--- src/rtl/vrat_free_list_if.sv ---
// Rename/commit-side bundle for the vector physical register free list.
// master = rename/commit stages, slave = the free list itself.
interface vrat_free_list_if #(
   parameter int ID_WIDTH  = 6,
   parameter int CNT_WIDTH = 6
);
   logic                 reconfigure_i;
   logic                 alloc_req_i;
   logic                 alloc_valid_o;
   logic [ID_WIDTH-1:0]  alloc_id_o;
   logic                 release_en_i;
   logic [ID_WIDTH-1:0]  release_id_i;
   logic [CNT_WIDTH-1:0] free_count_o;
   logic                 empty_o;
   logic                 double_free_o;

   modport master (
      output reconfigure_i, alloc_req_i, release_en_i, release_id_i,
      input  alloc_valid_o, alloc_id_o, free_count_o, empty_o, double_free_o
   );

   modport slave (
      input  reconfigure_i, alloc_req_i, release_en_i, release_id_i,
      output alloc_valid_o, alloc_id_o, free_count_o, empty_o, double_free_o
   );
endinterface

--- src/rtl/vrat_free_list.sv ---
// Physical vector register free list: circular FIFO of free IDs (first-word-fall-through)
// plus a free bitmap used to reject and flag double releases.
module vrat_free_list #(
   parameter int PHYS_REGS = 64,
   parameter int ARCH_REGS = 32,
   parameter int ID_WIDTH  = $clog2(PHYS_REGS),
   parameter int CNT_WIDTH = $clog2(PHYS_REGS - ARCH_REGS + 1)
) (
   input  logic               clk_i,
   input  logic               rst_i,
   vrat_free_list_if.slave    fl
);
   localparam int FREE_DEPTH = PHYS_REGS - ARCH_REGS;
   localparam int PTR_W      = (FREE_DEPTH > 1) ? $clog2(FREE_DEPTH) : 1;

   logic [ID_WIDTH-1:0]  mem_q    [FREE_DEPTH];
   logic [ID_WIDTH-1:0]  mem_d    [FREE_DEPTH];
   logic [ID_WIDTH-1:0]  init_mem [FREE_DEPTH];
   logic [PHYS_REGS-1:0] free_map_q, free_map_d, init_map;
   logic [PTR_W-1:0]     rd_ptr_q, rd_ptr_d, wr_ptr_q, wr_ptr_d;
   logic [CNT_WIDTH-1:0] count_q, count_d;
   logic                 double_free_q, double_free_d;

   logic                 pop, rel_ok, rel_dup;
   logic [ID_WIDTH-1:0]  head_id;

   // Power-on image: IDs below ARCH_REGS are identity-mapped, the rest queue up in order.
   generate
      for (genvar gi = 0; gi < FREE_DEPTH; gi++) begin : g_init_mem
         assign init_mem[gi] = ID_WIDTH'(ARCH_REGS + gi);
      end
      for (genvar gi = 0; gi < PHYS_REGS; gi++) begin : g_init_map
         assign init_map[gi] = (gi >= ARCH_REGS);
      end
   endgenerate

   assign head_id = mem_q[rd_ptr_q];
   assign pop     = fl.alloc_req_i && (count_q != '0);
   // Bitmap lookups use the pre-edge map, so releasing the ID being popped is a double free.
   assign rel_ok  = fl.release_en_i && !free_map_q[fl.release_id_i];
   assign rel_dup = fl.release_en_i &&  free_map_q[fl.release_id_i];

   always_comb begin
      mem_d         = mem_q;
      free_map_d    = free_map_q;
      rd_ptr_d      = rd_ptr_q;
      wr_ptr_d      = wr_ptr_q;
      count_d       = count_q;
      double_free_d = double_free_q;
      if (fl.reconfigure_i) begin
         mem_d         = init_mem;
         free_map_d    = init_map;
         rd_ptr_d      = '0;
         wr_ptr_d      = '0;
         count_d       = CNT_WIDTH'(FREE_DEPTH);
         double_free_d = 1'b0;
      end else begin
         if (pop) begin
            rd_ptr_d            = (rd_ptr_q == PTR_W'(FREE_DEPTH - 1)) ? '0 : rd_ptr_q + PTR_W'(1);
            free_map_d[head_id] = 1'b0;
         end
         if (rel_ok) begin
            mem_d[wr_ptr_q]               = fl.release_id_i;
            wr_ptr_d                      = (wr_ptr_q == PTR_W'(FREE_DEPTH - 1)) ? '0 : wr_ptr_q + PTR_W'(1);
            free_map_d[fl.release_id_i]   = 1'b1;
         end
         count_d       = count_q + CNT_WIDTH'(rel_ok) - CNT_WIDTH'(pop);
         double_free_d = double_free_q | rel_dup;
      end
   end

   always_ff @(posedge clk_i) begin
      if (rst_i) begin
         mem_q         <= init_mem;
         free_map_q    <= init_map;
         rd_ptr_q      <= '0;
         wr_ptr_q      <= '0;
         count_q       <= CNT_WIDTH'(FREE_DEPTH);
         double_free_q <= 1'b0;
      end else begin
         mem_q         <= mem_d;
         free_map_q    <= free_map_d;
         rd_ptr_q      <= rd_ptr_d;
         wr_ptr_q      <= wr_ptr_d;
         count_q       <= count_d;
         double_free_q <= double_free_d;
      end
   end

   assign fl.alloc_id_o    = head_id;
   assign fl.alloc_valid_o = (count_q != '0);
   assign fl.empty_o       = (count_q == '0);
   assign fl.free_count_o  = count_q;
   assign fl.double_free_o = double_free_q;
endmodule
--- src/flat_wrapper.sv ---
// flat-port wrapper written by rule: the top's interface ports become plain ports
module vrat_free_list_flat 
#(
   parameter int PHYS_REGS = 64,
   parameter int ARCH_REGS = 32,
   parameter int ID_WIDTH  = $clog2(PHYS_REGS),
   parameter int CNT_WIDTH = $clog2(PHYS_REGS - ARCH_REGS + 1)
)
  (clk_i, rst_i, fl_reconfigure_i, fl_alloc_req_i, fl_release_en_i, fl_release_id_i, fl_alloc_valid_o, fl_alloc_id_o, fl_free_count_o, fl_empty_o, fl_double_free_o);
  vrat_free_list_if #(.ID_WIDTH(ID_WIDTH), .CNT_WIDTH(CNT_WIDTH)) fl_i ();
  input  logic clk_i;
  input  logic rst_i;
  input wire logic [$bits(fl_i.reconfigure_i)-1:0] fl_reconfigure_i;
  input wire logic [$bits(fl_i.alloc_req_i)-1:0] fl_alloc_req_i;
  input wire logic [$bits(fl_i.release_en_i)-1:0] fl_release_en_i;
  input wire logic [$bits(fl_i.release_id_i)-1:0] fl_release_id_i;
  output wire logic [$bits(fl_i.alloc_valid_o)-1:0] fl_alloc_valid_o;
  output wire logic [$bits(fl_i.alloc_id_o)-1:0] fl_alloc_id_o;
  output wire logic [$bits(fl_i.free_count_o)-1:0] fl_free_count_o;
  output wire logic [$bits(fl_i.empty_o)-1:0] fl_empty_o;
  output wire logic [$bits(fl_i.double_free_o)-1:0] fl_double_free_o;
  assign fl_i.reconfigure_i = fl_reconfigure_i;
  assign fl_i.alloc_req_i = fl_alloc_req_i;
  assign fl_i.release_en_i = fl_release_en_i;
  assign fl_i.release_id_i = fl_release_id_i;
  assign fl_alloc_valid_o = fl_i.alloc_valid_o;
  assign fl_alloc_id_o = fl_i.alloc_id_o;
  assign fl_free_count_o = fl_i.free_count_o;
  assign fl_empty_o = fl_i.empty_o;
  assign fl_double_free_o = fl_i.double_free_o;
  vrat_free_list #(.PHYS_REGS(PHYS_REGS), .ARCH_REGS(ARCH_REGS), .ID_WIDTH(ID_WIDTH), .CNT_WIDTH(CNT_WIDTH)) u_core (.clk_i(clk_i), .rst_i(rst_i), .fl(fl_i));
endmodule
--- config.mk ---
export PLATFORM = sky130hd
export DESIGN_NAME = vrat_free_list_flat
export DESIGN_NICKNAME = d
export VERILOG_FILES = /design/src/rtl/vrat_free_list_if.sv /design/src/rtl/vrat_free_list.sv /design/src/flat_wrapper.sv
export SDC_FILE = /design/constraint.sdc
export NUM_CORES = 1
export LEC_CHECK = 0
export ABC_AREA = 1
export BUFFER_PORTS_ARGS = -buffer_cell sky130_fd_sc_hd__buf_2
export CORE_AREA = 2 2 106 211
export CTS_BUF_LIST = sky130_fd_sc_hd__clkbuf_4 sky130_fd_sc_hd__clkbuf_8
export CTS_CLUSTER_SIZE = 10
export DETAILED_ROUTE_END_ITERATION = 8
export DIE_AREA = 0 0 108 213
export GPL_ROUTABILITY_DRIVEN = 1
export MAX_ROUTING_LAYER = met4
export PLACE_DENSITY = 0.91
export SYNTH_ARGS = -nofsm -noshare
export SYNTH_HDL_FRONTEND = slang
export SYNTH_SLANG_ARGS = --single-unit
--- constraint.sdc ---
create_clock -name clk_i -period 3.6 [get_ports clk_i]
set_clock_uncertainty 0.2 [all_clocks]
set_input_delay 0.54 -clock clk_i [delete_from_list [all_inputs] [get_ports clk_i]]
set_output_delay 0.54 -clock clk_i [all_outputs]
set_load 0.005 [all_outputs]
==> out/summary.txt <==
outcome -> complete, no violations
Tot Pwr -> 6510 uW
Clock Sinks -> 273
dominant cell type by area after synthesis -> dfxtp_1
slew margin rel. -> 9.04%
VDD IR max -> 322 uV
period utilization -> 97.8%
worst path cell trace -> inv_4 -> buf_4 -> nand3_1 -> nand3_1 -> nand2_1 -> nor2_1 -> nand2_1 -> nand2_2 -> inv_1 -> buf_2
dpl hpwl -> 30300 um
maximum clock path buffer count -> 3
delay-heaviest family, CP -> simple AND/OR/NAND/NOR gates
wire per inst -> 19.3 um
synth top area cells -> dfxtp_1 40%, nand2_1 20%, nand3_1 17%, a21oi_1 5.0%, inv_1 3.5%
CP Launch Type -> register
iteration-0 DRC count of the detailed router -> 1800
ys async rst share -> 0%
worst setup path start -> u_core.rd_ptr_q[1]
register area share after synthesis -> 40.0%
fraction of layout instances using a drive strength above 1 -> 7.87%
Ys Warns -> 0
syn avg cell area -> 6.44 sq um
Post-synth EDFFs -> 0
worst hold path type -> input port to register
Crit Path Category -> register to primary output
Setup violations, final -> 0
Initial Util -> 63.9%
CTS tree -> yes
list of most frequent post-synthesis cells -> 736 x nand2_1, 470 x nand3_1, 273 x dfxtp_1
hold path start -> fl_release_en_i
crit path max fanout -> 19
routed wire length -> 46800 um
FF+latch count, synth -> 273
Core Region -> 21400 sq um
CTS buffer count -> 39
WP data arrival -> 2.78 ns
highest routed metal layer -> met4
synth unique cells -> 26
post-synthesis net count -> 2151
total number of vias -> 14910
Fillers -> 1846
total grt overflow -> 0
max-capacitance violation count -> 0
Slew @ Worst Pin -> 1.35 ns
Buffers on Ports -> 25
Area Overhead vs Synth -> 8.88%
H-tree Lvls -> 2
height of the die -> 213 um
Root Driver -> clkbuf_8
minimum clock period -> 3.52 ns
routability cong. -> 1.02
top cell type's share of synthesized area -> 40.0%
Top Ports -> 26
Skew-Pair Late Insertion Delay -> 0.56 ns
met1 wire length -> 14500 um
worst setup margin -> 0.0801 ns
gr usage total -> 42.5%
Leak Pwr -> 0.00656 uW
Pre-antenna DRT Iters -> 7
row cnt -> 76
met2 wire length -> 22500 um
number of global-route vias before repair -> 14095
die area -> 23000 sq um
Final Hold Fails -> 0
Die Wd -> 108 um
Syn Std Cell Area -> 13700 sq um
RSZ-0062 raised after global routing -> yes
CP max stage delay -> 0.35 ns
power per standard cell area -> 437 nW/um^2
Buf/Inv on CP -> 4
DRC viols -> 0
antenna violations before repair -> 2
placed cells -> 2355
R2R Path Start -> u_core.rd_ptr_q[0]
Setup crit end kind -> primary output
first-pass GRT wire length -> 73100 um
non-filler instance count after layout -> 2423
Data required, critical path -> 2.86 ns
Syn Inst Count -> 2124
most numerous cell in the Yosys netlist -> nand2_1
Crit-path slowest cell -> dfxtp_2
fin nets -> 2150
Hold WS -> 0.0524 ns
Post-DRT Antenna Nets -> 0
Post-Place Setup Slack -> 0.351 ns
Detail Route met3 WL -> 4360 um
vias per cell -> 6.15
largest net degree at the start of global routing -> 153
Clk pin slew, worst setup/hold paths -> 0.07 ns
max-slew violations -> 0
most used flip-flop cell after synthesis -> dfxtp_1
Fmax -> 0.284 GHz
[metrics by stage]
step | TNS (ns) | cell area (sq um) | utilization [%]
2_1_floorplan | 0 | 13700 | -
5_1_grt | -0.00593 | 14900 | 69.6
3_5_place_dp | 0 | 14100 | 65.9
3_3_place_gp | 0 | 14100 | 65.9
6_report | 0 | 14900 | 69.6
4_1_cts | 0 | 14900 | 69.5
[worst register-to-register path, stage by stage, from the launching register on]
cell	delay [ns]
dfxtp_4	0.36
buf_12	0.40
nor2_1	0.15
nor2_1	0.10
nand2_1	0.07
a21oi_1	0.38
nor2_1	0.08
nand2_1	0.09
nand2_1	0.17
nor2_1	0.33
nand3_2	0.50
o21ai_0	0.34
nand3_1	0.10
[layout by cell type (no fill, tap or decap), types with 3 or more instances in the layout]
master / Yosys / final
clkinv_2: 0 / 5
ha_1: 15 / 15
inv_1: 127 / 127
nor2_1: 116 / 115
buf_4: 15 / 54
a21oi_1: 137 / 137
nand4_1: 4 / 4
nor3_2: 3 / 3
nand3_1: 470 / 469
o21bai_1: 3 / 3
clkbuf_8: 0 / 47
diode_2: 0 / 3
nand2_1: 736 / 735
dfxtp_1: 273 / 271
clkbuf_4: 0 / 13
buf_12: 0 / 9
nor3_1: 20 / 20
o21ai_0: 73 / 73
buf_2: 41 / 25
[what timing repair did]
item,4_1_cts,5_1_grt
setup endpoints to repair,0,12
setup buffers,0,0
resized for setup,0,4
hold buffers,0,0
[routing by layer]
layer | vias to the layer above | track usage [%]
li1 | 6898 | -
met1 | 6752 | 40.7
met2 | 899 | 67.5
met3 | 361 | 10.9
met4 | 0 | 41.3
met5 | - | -
[state kept, by name, summed over array words and instances (netlist names)]
signal,flops
u_core.mem_q,192
u_core.fl.double_free_o,1
u_core.wr_ptr_q,5
u_core.free_map_q,64
u_core.fl.free_count_o,6
u_core.rd_ptr_q,5
[final timing paths]
check	end	cells after the start	slack, ns
max	fl_alloc_id_o[5]	10	0.08
min	u_core.fl.double_free_o	3	0.05
max reg2reg	u_core.free_map_q[46]	12	0.18
min reg2reg	u_core.mem_q[49]	2	0.26
[power by group]
part | internal [uW] | switching (uW) | total (uW)
clock | 1310 | 1200 | 2510
sequential | 3040 | 20.5 | 3060
combinational | 241 | 690 | 931
total | 4600 | 1910 | 6510
[final cells by class]
type	instances	area [sq um]	area share, %
inverter	134	512	3.44
tap	273	342	2.29
multi-input combinational	1587	7070	47.5
timing repair buffer	88	711	4.77
antenna	3	7.51	0.0504
sequential	273	5470	36.7
clock inverter	5	28.8	0.193
clock buffer	60	744	5.00
[cell families after synthesis]
kind of cell               Yosys count  share of synthesized area, %
and+or+nand+nor                   1353                          42.0
DFF                                273                          40.0
buffers and inverters              264                          8.42
AOI/OAI and AO/OA                  216                          8.01
adders and majority gates           16                          1.52
xor gates and xnor gates             2                         0.128
No activity file was read; power rests on OpenSTA's default activity.
